`config.mk`:
```
export PLATFORM = sky130hd
export DESIGN_NAME = rt_commit_unit
export DESIGN_NICKNAME = d
export VERILOG_FILES = /design/src/rtl/rt_commit_unit.sv
export SDC_FILE = /design/constraint.sdc
export NUM_CORES = 1
export LEC_CHECK = 0
export CAP_MARGIN = 20
export CORE_AREA = 2 2 123 125
export DETAILED_ROUTE_END_ITERATION = 8
export DIE_AREA = 0 0 125 127
export HOLD_SLACK_MARGIN = 0.08
export PLACE_DENSITY = 0.57
export REMOVE_ABC_BUFFERS = 1
export SLEW_MARGIN = 0
export SYNTH_ARGS = -nofsm -noshare
export SYNTH_HDL_FRONTEND = slang
export SYNTH_SLANG_ARGS = --single-unit
```
`constraint.sdc`:
```
create_clock -name clk -period 2.7 [get_ports clk]
set_input_delay 0.54 -clock clk [delete_from_list [all_inputs] [get_ports clk]]
set_output_delay 0.54 -clock clk [all_outputs]
set_load 0.005 [all_outputs]
```
`src/rtl/rt_commit_unit.sv`:
```
// Retire-side commit unit: in-order arch-map/free-list/store commits, mispredict recovery and halt.
// Optional RT_COMMIT_CNT_EN macro enables the commit_cnt/mispred_cnt counter registers.
module rt_commit_unit #(
    parameter int AREG_W = 5,
    parameter int PREG_W = 6,
    parameter int XLEN   = 32
) (
    input  logic                         clk,
    input  logic                         rst,
    input  logic [2:0]                   ret_valid,
    input  logic [2:0][AREG_W-1:0]       ret_areg,
    input  logic [2:0][PREG_W-1:0]       ret_tag,
    input  logic [2:0][PREG_W-1:0]       ret_told,
    input  logic [2:0]                   ret_is_store,
    input  logic [2:0]                   ret_halt,
    input  logic [2:0]                   ret_precise,
    input  logic [2:0][XLEN-1:0]         ret_target,
    output logic [2:0]                   am_we,
    output logic [2:0][AREG_W-1:0]       am_areg,
    output logic [2:0][PREG_W-1:0]       am_preg,
    output logic [2:0]                   fl_ret_valid,
    output logic [2:0][PREG_W-1:0]       fl_ret_preg,
    output logic [1:0]                   sq_commit_cnt,
    output logic                         rec_enable,
    output logic [XLEN-1:0]              rec_pc,
    output logic                         halted,
    output logic [31:0]                  commit_cnt,
    output logic [31:0]                  mispred_cnt
);

    typedef enum logic [1:0] {RUN, RECOVER, HALT} state_t;

    state_t            state;
    logic [2:0]        commit;
    logic              stop;
    logic              trunc_halt;
    logic              trunc_prec;
    logic [XLEN-1:0]   trunc_target;
    logic [1:0]        n_commit;
    logic [1:0]        sq_sum;

    // Oldest-first scan; the first halt/mispredict commits itself and blocks younger slots.
    always_comb begin
        commit       = '0;
        stop         = 1'b0;
        trunc_halt   = 1'b0;
        trunc_prec   = 1'b0;
        trunc_target = '0;
        n_commit     = '0;
        sq_sum       = '0;
        if (!rst && state == RUN) begin
            for (int i = 2; i >= 0; i--) begin
                if (!stop && ret_valid[i]) begin
                    commit[i] = 1'b1;
                    n_commit  = n_commit + 2'd1;
                    if (ret_is_store[i])
                        sq_sum = sq_sum + 2'd1;
                    if (ret_halt[i]) begin
                        stop       = 1'b1;
                        trunc_halt = 1'b1;
                    end else if (ret_precise[i]) begin
                        stop         = 1'b1;
                        trunc_prec   = 1'b1;
                        trunc_target = ret_target[i];
                    end
                end
            end
        end
    end

    // Writes to x0 commit for ordering/counting but touch neither map nor free list.
    always_comb begin
        am_we        = '0;
        am_areg      = '0;
        am_preg      = '0;
        fl_ret_valid = '0;
        fl_ret_preg  = '0;
        for (int i = 0; i < 3; i++) begin
            if (commit[i]) begin
                am_we[i]        = (ret_areg[i] != '0);
                fl_ret_valid[i] = (ret_areg[i] != '0);
                am_areg[i]      = ret_areg[i];
                am_preg[i]      = ret_tag[i];
                fl_ret_preg[i]  = ret_told[i];
            end
        end
        sq_commit_cnt = sq_sum;
    end

    always_ff @(posedge clk) begin
        if (rst) begin
            state      <= RUN;
            rec_enable <= 1'b0;
            rec_pc     <= '0;
            halted     <= 1'b0;
        end else begin
            case (state)
                RUN: begin
                    rec_enable <= trunc_prec;
                    if (trunc_halt) begin
                        state  <= HALT;
                        halted <= 1'b1;
                    end else if (trunc_prec) begin
                        state  <= RECOVER;
                        rec_pc <= trunc_target;
                    end
                end
                RECOVER: begin
                    rec_enable <= 1'b0;
                    state      <= RUN;
                end
                default: begin
                    rec_enable <= 1'b0;
                    state      <= HALT;
                end
            endcase
        end
    end

`ifdef RT_COMMIT_CNT_EN
    logic [31:0] commit_cnt_q;
    logic [31:0] mispred_cnt_q;

    always_ff @(posedge clk) begin
        if (rst) begin
            commit_cnt_q  <= '0;
            mispred_cnt_q <= '0;
        end else begin
            commit_cnt_q <= commit_cnt_q + 32'(n_commit);
            if (trunc_prec)
                mispred_cnt_q <= mispred_cnt_q + 32'd1;
        end
    end

    assign commit_cnt  = commit_cnt_q;
    assign mispred_cnt = mispred_cnt_q;
`else
    assign commit_cnt  = '0;
    assign mispred_cnt = '0;
`endif

endmodule
```
Word-level counts from Yosys, hierarchy flattened
Cells that the tools add are included.

storage, ports and cells
  register bits = 36
  bits in latches = 0
  bits in writable memories = 0
  ROM bits = 0
  input bits = 161
  output and inout port bits = 157
  memories = 0

operators by class
  $add $sub $neg = 2
  $mul = 0
  divide/modulo/power cells = 0
  $lt $le $gt $ge = 0
  equality and inequality tests = 2
  shift operators = 0
  mux-type cells = 62
  bitwise operators = 2
  reduce and logical (&&, ||, !) cells = 13

operators by type and width
  operator                                             count
  2-to-1 mux 32 bit                                    10
  2-to-1 mux 6 bit                                     6
  2-to-1 mux 1 bit                                     32
  2-to-1 mux 2 bit                                     9
  2-to-1 mux 5 bit                                     3
  nonzero test 5 bit                                   3
  adder 2 x 1 -> 2 bit, second input constant          2
  one-hot mux 2 bit (2 select lines)                   1
  logical AND 1 bit                                    3
  zero test 1 bit                                      3
  2-to-1 mux 3 bit                                     1
  != test 3 bit, second input constant                 1
  AND reduction 3 bit                                  1
  equality test 2 x 1 -> 1 bit, second input constant  1
  zero test 2 bit                                      1
  inverter 1 bit                                       2
  AND reduction 2 bit                                  1
  OR reduction 2 bit                                   1

Logic depth before layout (Yosys ltp)
Gate-level depths: netlist of the first run.

  depth after elaboration = 15
  gate-level depth with buffers = 7
  depth with buffers taken out = 5

Least setup slack after synthesis of the first run
Ideal clock, no wire load.

  path type = input-to-output
  start point = input ret_precise[2]
  end point = output fl_ret_valid[1]
  arrival time = 1.678 ns
  data required time = 2.160 ns
  setup slack = 0.482 ns
  stages on the path = 6
  path buffers = 3
  path through = o21ai_1 -> and3_1 -> clkbuf_1 -> clkbuf_1 -> o21a_1 -> buf_4

between the ends
  cells in the longest elaborated chain, start to end = 9

ends and longest elaborated chain
  item               line  text
  from (decl)        16    input logic [2:0] ret_precise,
  2-to-1 mux 1 bit   61    end else if (ret_precise[i]) begin
  2-to-1 mux 1 bit   58    if (ret_halt[i]) begin
  2-to-1 mux 1 bit   53    if (!stop && ret_valid[i]) begin
  2-to-1 mux 1 bit   51    if (!rst && state == RUN) begin
  zero test 1 bit    53
  logical AND 1 bit  53
  2-to-1 mux 1 bit   53
  2-to-1 mux 3 bit   51
  2-to-1 mux 1 bit   -
  to (decl)          21    output logic [2:0] fl_ret_valid,

No other way between the ends. The select of a mux whose other input is x is not followed.

Worst setup path after layout of the first run
  start point = input ret_is_store[2]
  end point = output sq_commit_cnt[0]

between the ends
  cells in the longest elaborated chain, start to end = 11

ends and longest elaborated chain
  item                  line  text
  from (decl)           14    input logic [2:0] ret_is_store,
  2-to-1 mux 1 bit (*)  56    if (ret_is_store[i])
  2-to-1 mux 1 bit (*)  53
  2-to-1 mux 2 bit (*)  51
  adder 2 x 1 -> 2 bit  57    sq_sum = sq_sum + 2'd1;
  2-to-1 mux 2 bit      56
  2-to-1 mux 2 bit (*)  53
  2-to-1 mux 2 bit (*)  51
  adder 2 x 1 -> 2 bit  57
  2-to-1 mux 2 bit      56
  2-to-1 mux 2 bit (*)  53
  2-to-1 mux 2 bit (*)  51
  to (decl)             23    output logic [1:0] sq_commit_cnt,

Every way passes the cells marked *; elsewhere a longest branch is shown, timed or not. The select of a mux whose other input is x is not followed.

==> flow_summary.toml, run 1 <==
[synth]
synth_xor_xnor_area_share_pct = 0
synthTopCellsByCount = "buf_4 (69), dfxtp_1 (36), and2_1 (35), nand2b_1 (35), mux2i_1 (33)"
yosys_warnings = 0
yosysTopAreaCellShare_pct = 24.7
synth_most_common_cell = "buf_4"
async_flop_share_pct = 0
synthSimpleGateAreaFrac_pct = 25.8
synth_fa_ha_area_share_pct = 0.429
synthMuxAreaShare_pct = 11.3
synth.area.top_cells = "dfxtp_1 (25%), buf_4 (18%), mux2i_1 (11%)"
syn_avg_cell_area_sq_um = 8.77
ys_seq_area_share_pct = 24.7
ys_ff_latch = 36
synth_top_family_by_area = "simple AND/OR/NAND/NOR gates"
synth_edf_count = 0
synth_ff_type = "dfxtp_1"
synth-compound-area-share_pct = 14.9
post-synth-top-area-cell = "dfxtp_1"
yosysUniqueCellTypes = 39
syn_area_sq_um = 2920
syn_inst = 333

[final_layout]
fill_cells = 1483
area_growth_pct = 95.8
finalNonFillerCells = 780
final_layout_size_suffix_gt1_share_pct = 8.61
seqCellArea_sq_um = 721
post-route-util_pct = 39.6
multi_input_area_sq_um = 1830
fin_nets = 753
postLayoutCellArea_sq_um = 5710

[drt]
vias = 3385
drt_iter0_drc = 153
drc = 0
route.met3.wl_um = 1310
wl_um = 12100
postRouteAntennaNets = 0
highest_layer = "met4"
dr.pass1.iters = 7
met1_length_um = 4000
avgViaCountPerCell = 4.34
wire_per_inst_um = 15.5
route.met2.wl_um = 6520

[power_and_ir_drop]
peakVddDrop_uv = 182
cellPowerDensity_nw_per_um2 = 301
power_mw = 1.72
power_switching_uw = 450
power_frac_clock_pct = 33.6
pwr-share-seq_pct = 32.4
netSwitchingFraction_pct = 26.1
internal-power_mw = 1.27
p_comb_share_pct = 33.9
p_leak_nw = 2.71

[placed_design]
placed_area_sq_um = 5470
pre_cts_ws_ns = -0.352
port_buffers = 253
gp_congestion = 0.799
place_inst = 759
dpl.hpwl_um = 10100

[grt]
grt_pass1_wl_um = 17700
grt-ovfl-total = 0
grt_pass1_vias = 3423
track_usage_pct = 14.1
grt_max_degree = 38
antenna_found_initial = 4

[worst_setup_path]
r2r-start = "state[1]"
cp_slowest_cell = "clkdlybuf4s50_1"
max_stage_delay_ns = 0.42
arrival_ns = 2.09
reg2reg_depth = 5
start_kind = "primary input"
path_buf_inv = 2
timing.rr.end = "rec_pc[31]"
cp.required_ns = 2.16
cp-endpoint = "sq_commit_cnt[0]"
r2r_slack_ns = 1.31
cp-startpoint = "ret_is_store[2]"
cp.depth = 7
crit_type = "in -> out"
critPathTopFamily = "buffers and inverters"
cp-end-kind = "output port"
path_cells = "clkdlybuf4s50_1 > and2_4 > ha_1 > a32oi_2 > nor2_2 > and3b_1 > clkdlybuf4s15_1"
critPathMaxFanout = 2

[sta]
timing.hold.ws_ns = 0.470
hold_violations = 0
final.setup.tns_ns = 0
setup_viol = 0
period_share_pct = 97.5
setup_ws_ns = 0.0676
max_freq_mhz = 380
final_max_slew_viol_count = 0
skew_ns = 0.00915
finalCriticalPeriod_ns = 2.63

[clock_tree]
cts_hold_buf = 0
root_buffer = "clkbuf_16"
cts_buffers = 5
clk_pin_slew_ns = 0.06
clk_path_buf_depth = 2
cts_max_level = 2
clock_sinks = 36
cts_tree = "built"
clk_latency_ns = 0.28

[floorplanning]
die_h_um = 127
dieArea_sq_um = 15900
core_sq_um = 14400
rows = 44
start_util_pct = 20.2
ios = 318
fp.dieW_um = 125

[run]
cap_violations = 0

[hold_path]
hold_class = "reg -> reg"
hold_path_depth = 2

[run_status]
status = "finished, final reports clean"
final cells by class:
type | instances | share of cell area, %
repair buffers | 282 | 48.4
multi-input cells | 262 | 32.0
well taps | 184 | 4.03
flip-flops and latches | 36 | 12.6
diodes | 4 | 0.175
clock buffers | 6 | 2.26
inverters | 4 | 0.263
clock inverters | 2 | 0.285
worst register-to-register path, delay by kind of cell (launching register included):
kind                   cells  cell delay [ns]
DFF                        1             0.34
AOI/OAI and AO/OA          1             0.09
buffers and inverters      2             0.40
muxes                      1             0.20
and+or+nand+nor            1             0.24
cell usage in the layout (no fill, tap or decap), types with 3 or more instances in the layout:
master,instances
and3_1,17
a222oi_1,29
buf_6,3
dfxtp_1,36
buf_4,24
mux2i_1,33
nand2_1,6
dlymetal6s2s_1,9
clkbuf_16,5
o21bai_1,3
and2_1,34
nand4b_1,3
nor4_1,3
clkdlybuf4s50_1,209
o21ai_0,3
dlygate4sd2_1,34
conb_1,64
diode_2,4
o2bb2ai_1,3
nand2b_1,35
power groups by stage:
stage	clock, mW	combinational (mW)	sequential (mW)
2_1_floorplan	0	0.166	0.571
3_3_place_gp	0	0.575	0.570
3_5_place_dp	0	0.581	0.571
4_1_cts	0.608	0.584	0.559
5_1_grt	0.642	0.630	0.561
6_report	0.579	0.585	0.559
worst min-delay path by stage:
stage               start    endpoint  slack (ns)
2_1_floorplan      halted      halted        0.46
3_3_place_gp   rec_pc[30]  rec_pc[30]        0.46
3_5_place_dp       halted      halted        0.47
4_1_cts        rec_pc[17]  rec_pc[17]        0.48
5_1_grt         rec_pc[4]   rec_pc[4]        0.50
6_report           halted      halted        0.47
registers in the layout (all words and copies together), names as in the netlist:
signal / flops
halted: 1
rec_pc: 32
rec_enable: 1
state: 2
timing repair:
action | CTS | global route
setup buffers | 8 | 2
pin swaps | 6 | 2
resized for setup | 44 | 13
endpoints found under the setup margin | 47 | 13
hold endpoints to repair | 0 | 0
cell families (layout without fill, tap and decap cells):
kind of cell | Yosys count | in the layout
and+or+nand+nor | 116 | 116
buffers and inverters | 98 | 294
AOI/OAI and AO/OA | 48 | 48
DFF | 36 | 36
muxes | 33 | 33
adders and majority gates | 1 | 1
other | 1 | 68
routing by layer:
layer	GRT usage, %	up-vias
met2	27.4	219
met4	5.88	0
met3	4.77	12
met5	0	-
met1	13.7	1558
li1	-	1596
Power figures use the tool's default switching activity.
==> run 2: changes to the inputs <==
- CAP_MARGIN: 20 -> 25
- CTS_CLUSTER_SIZE: default -> 25
==> results of run 2 <==
No change in the layout: final DEF, timing and power equal those of run 1.
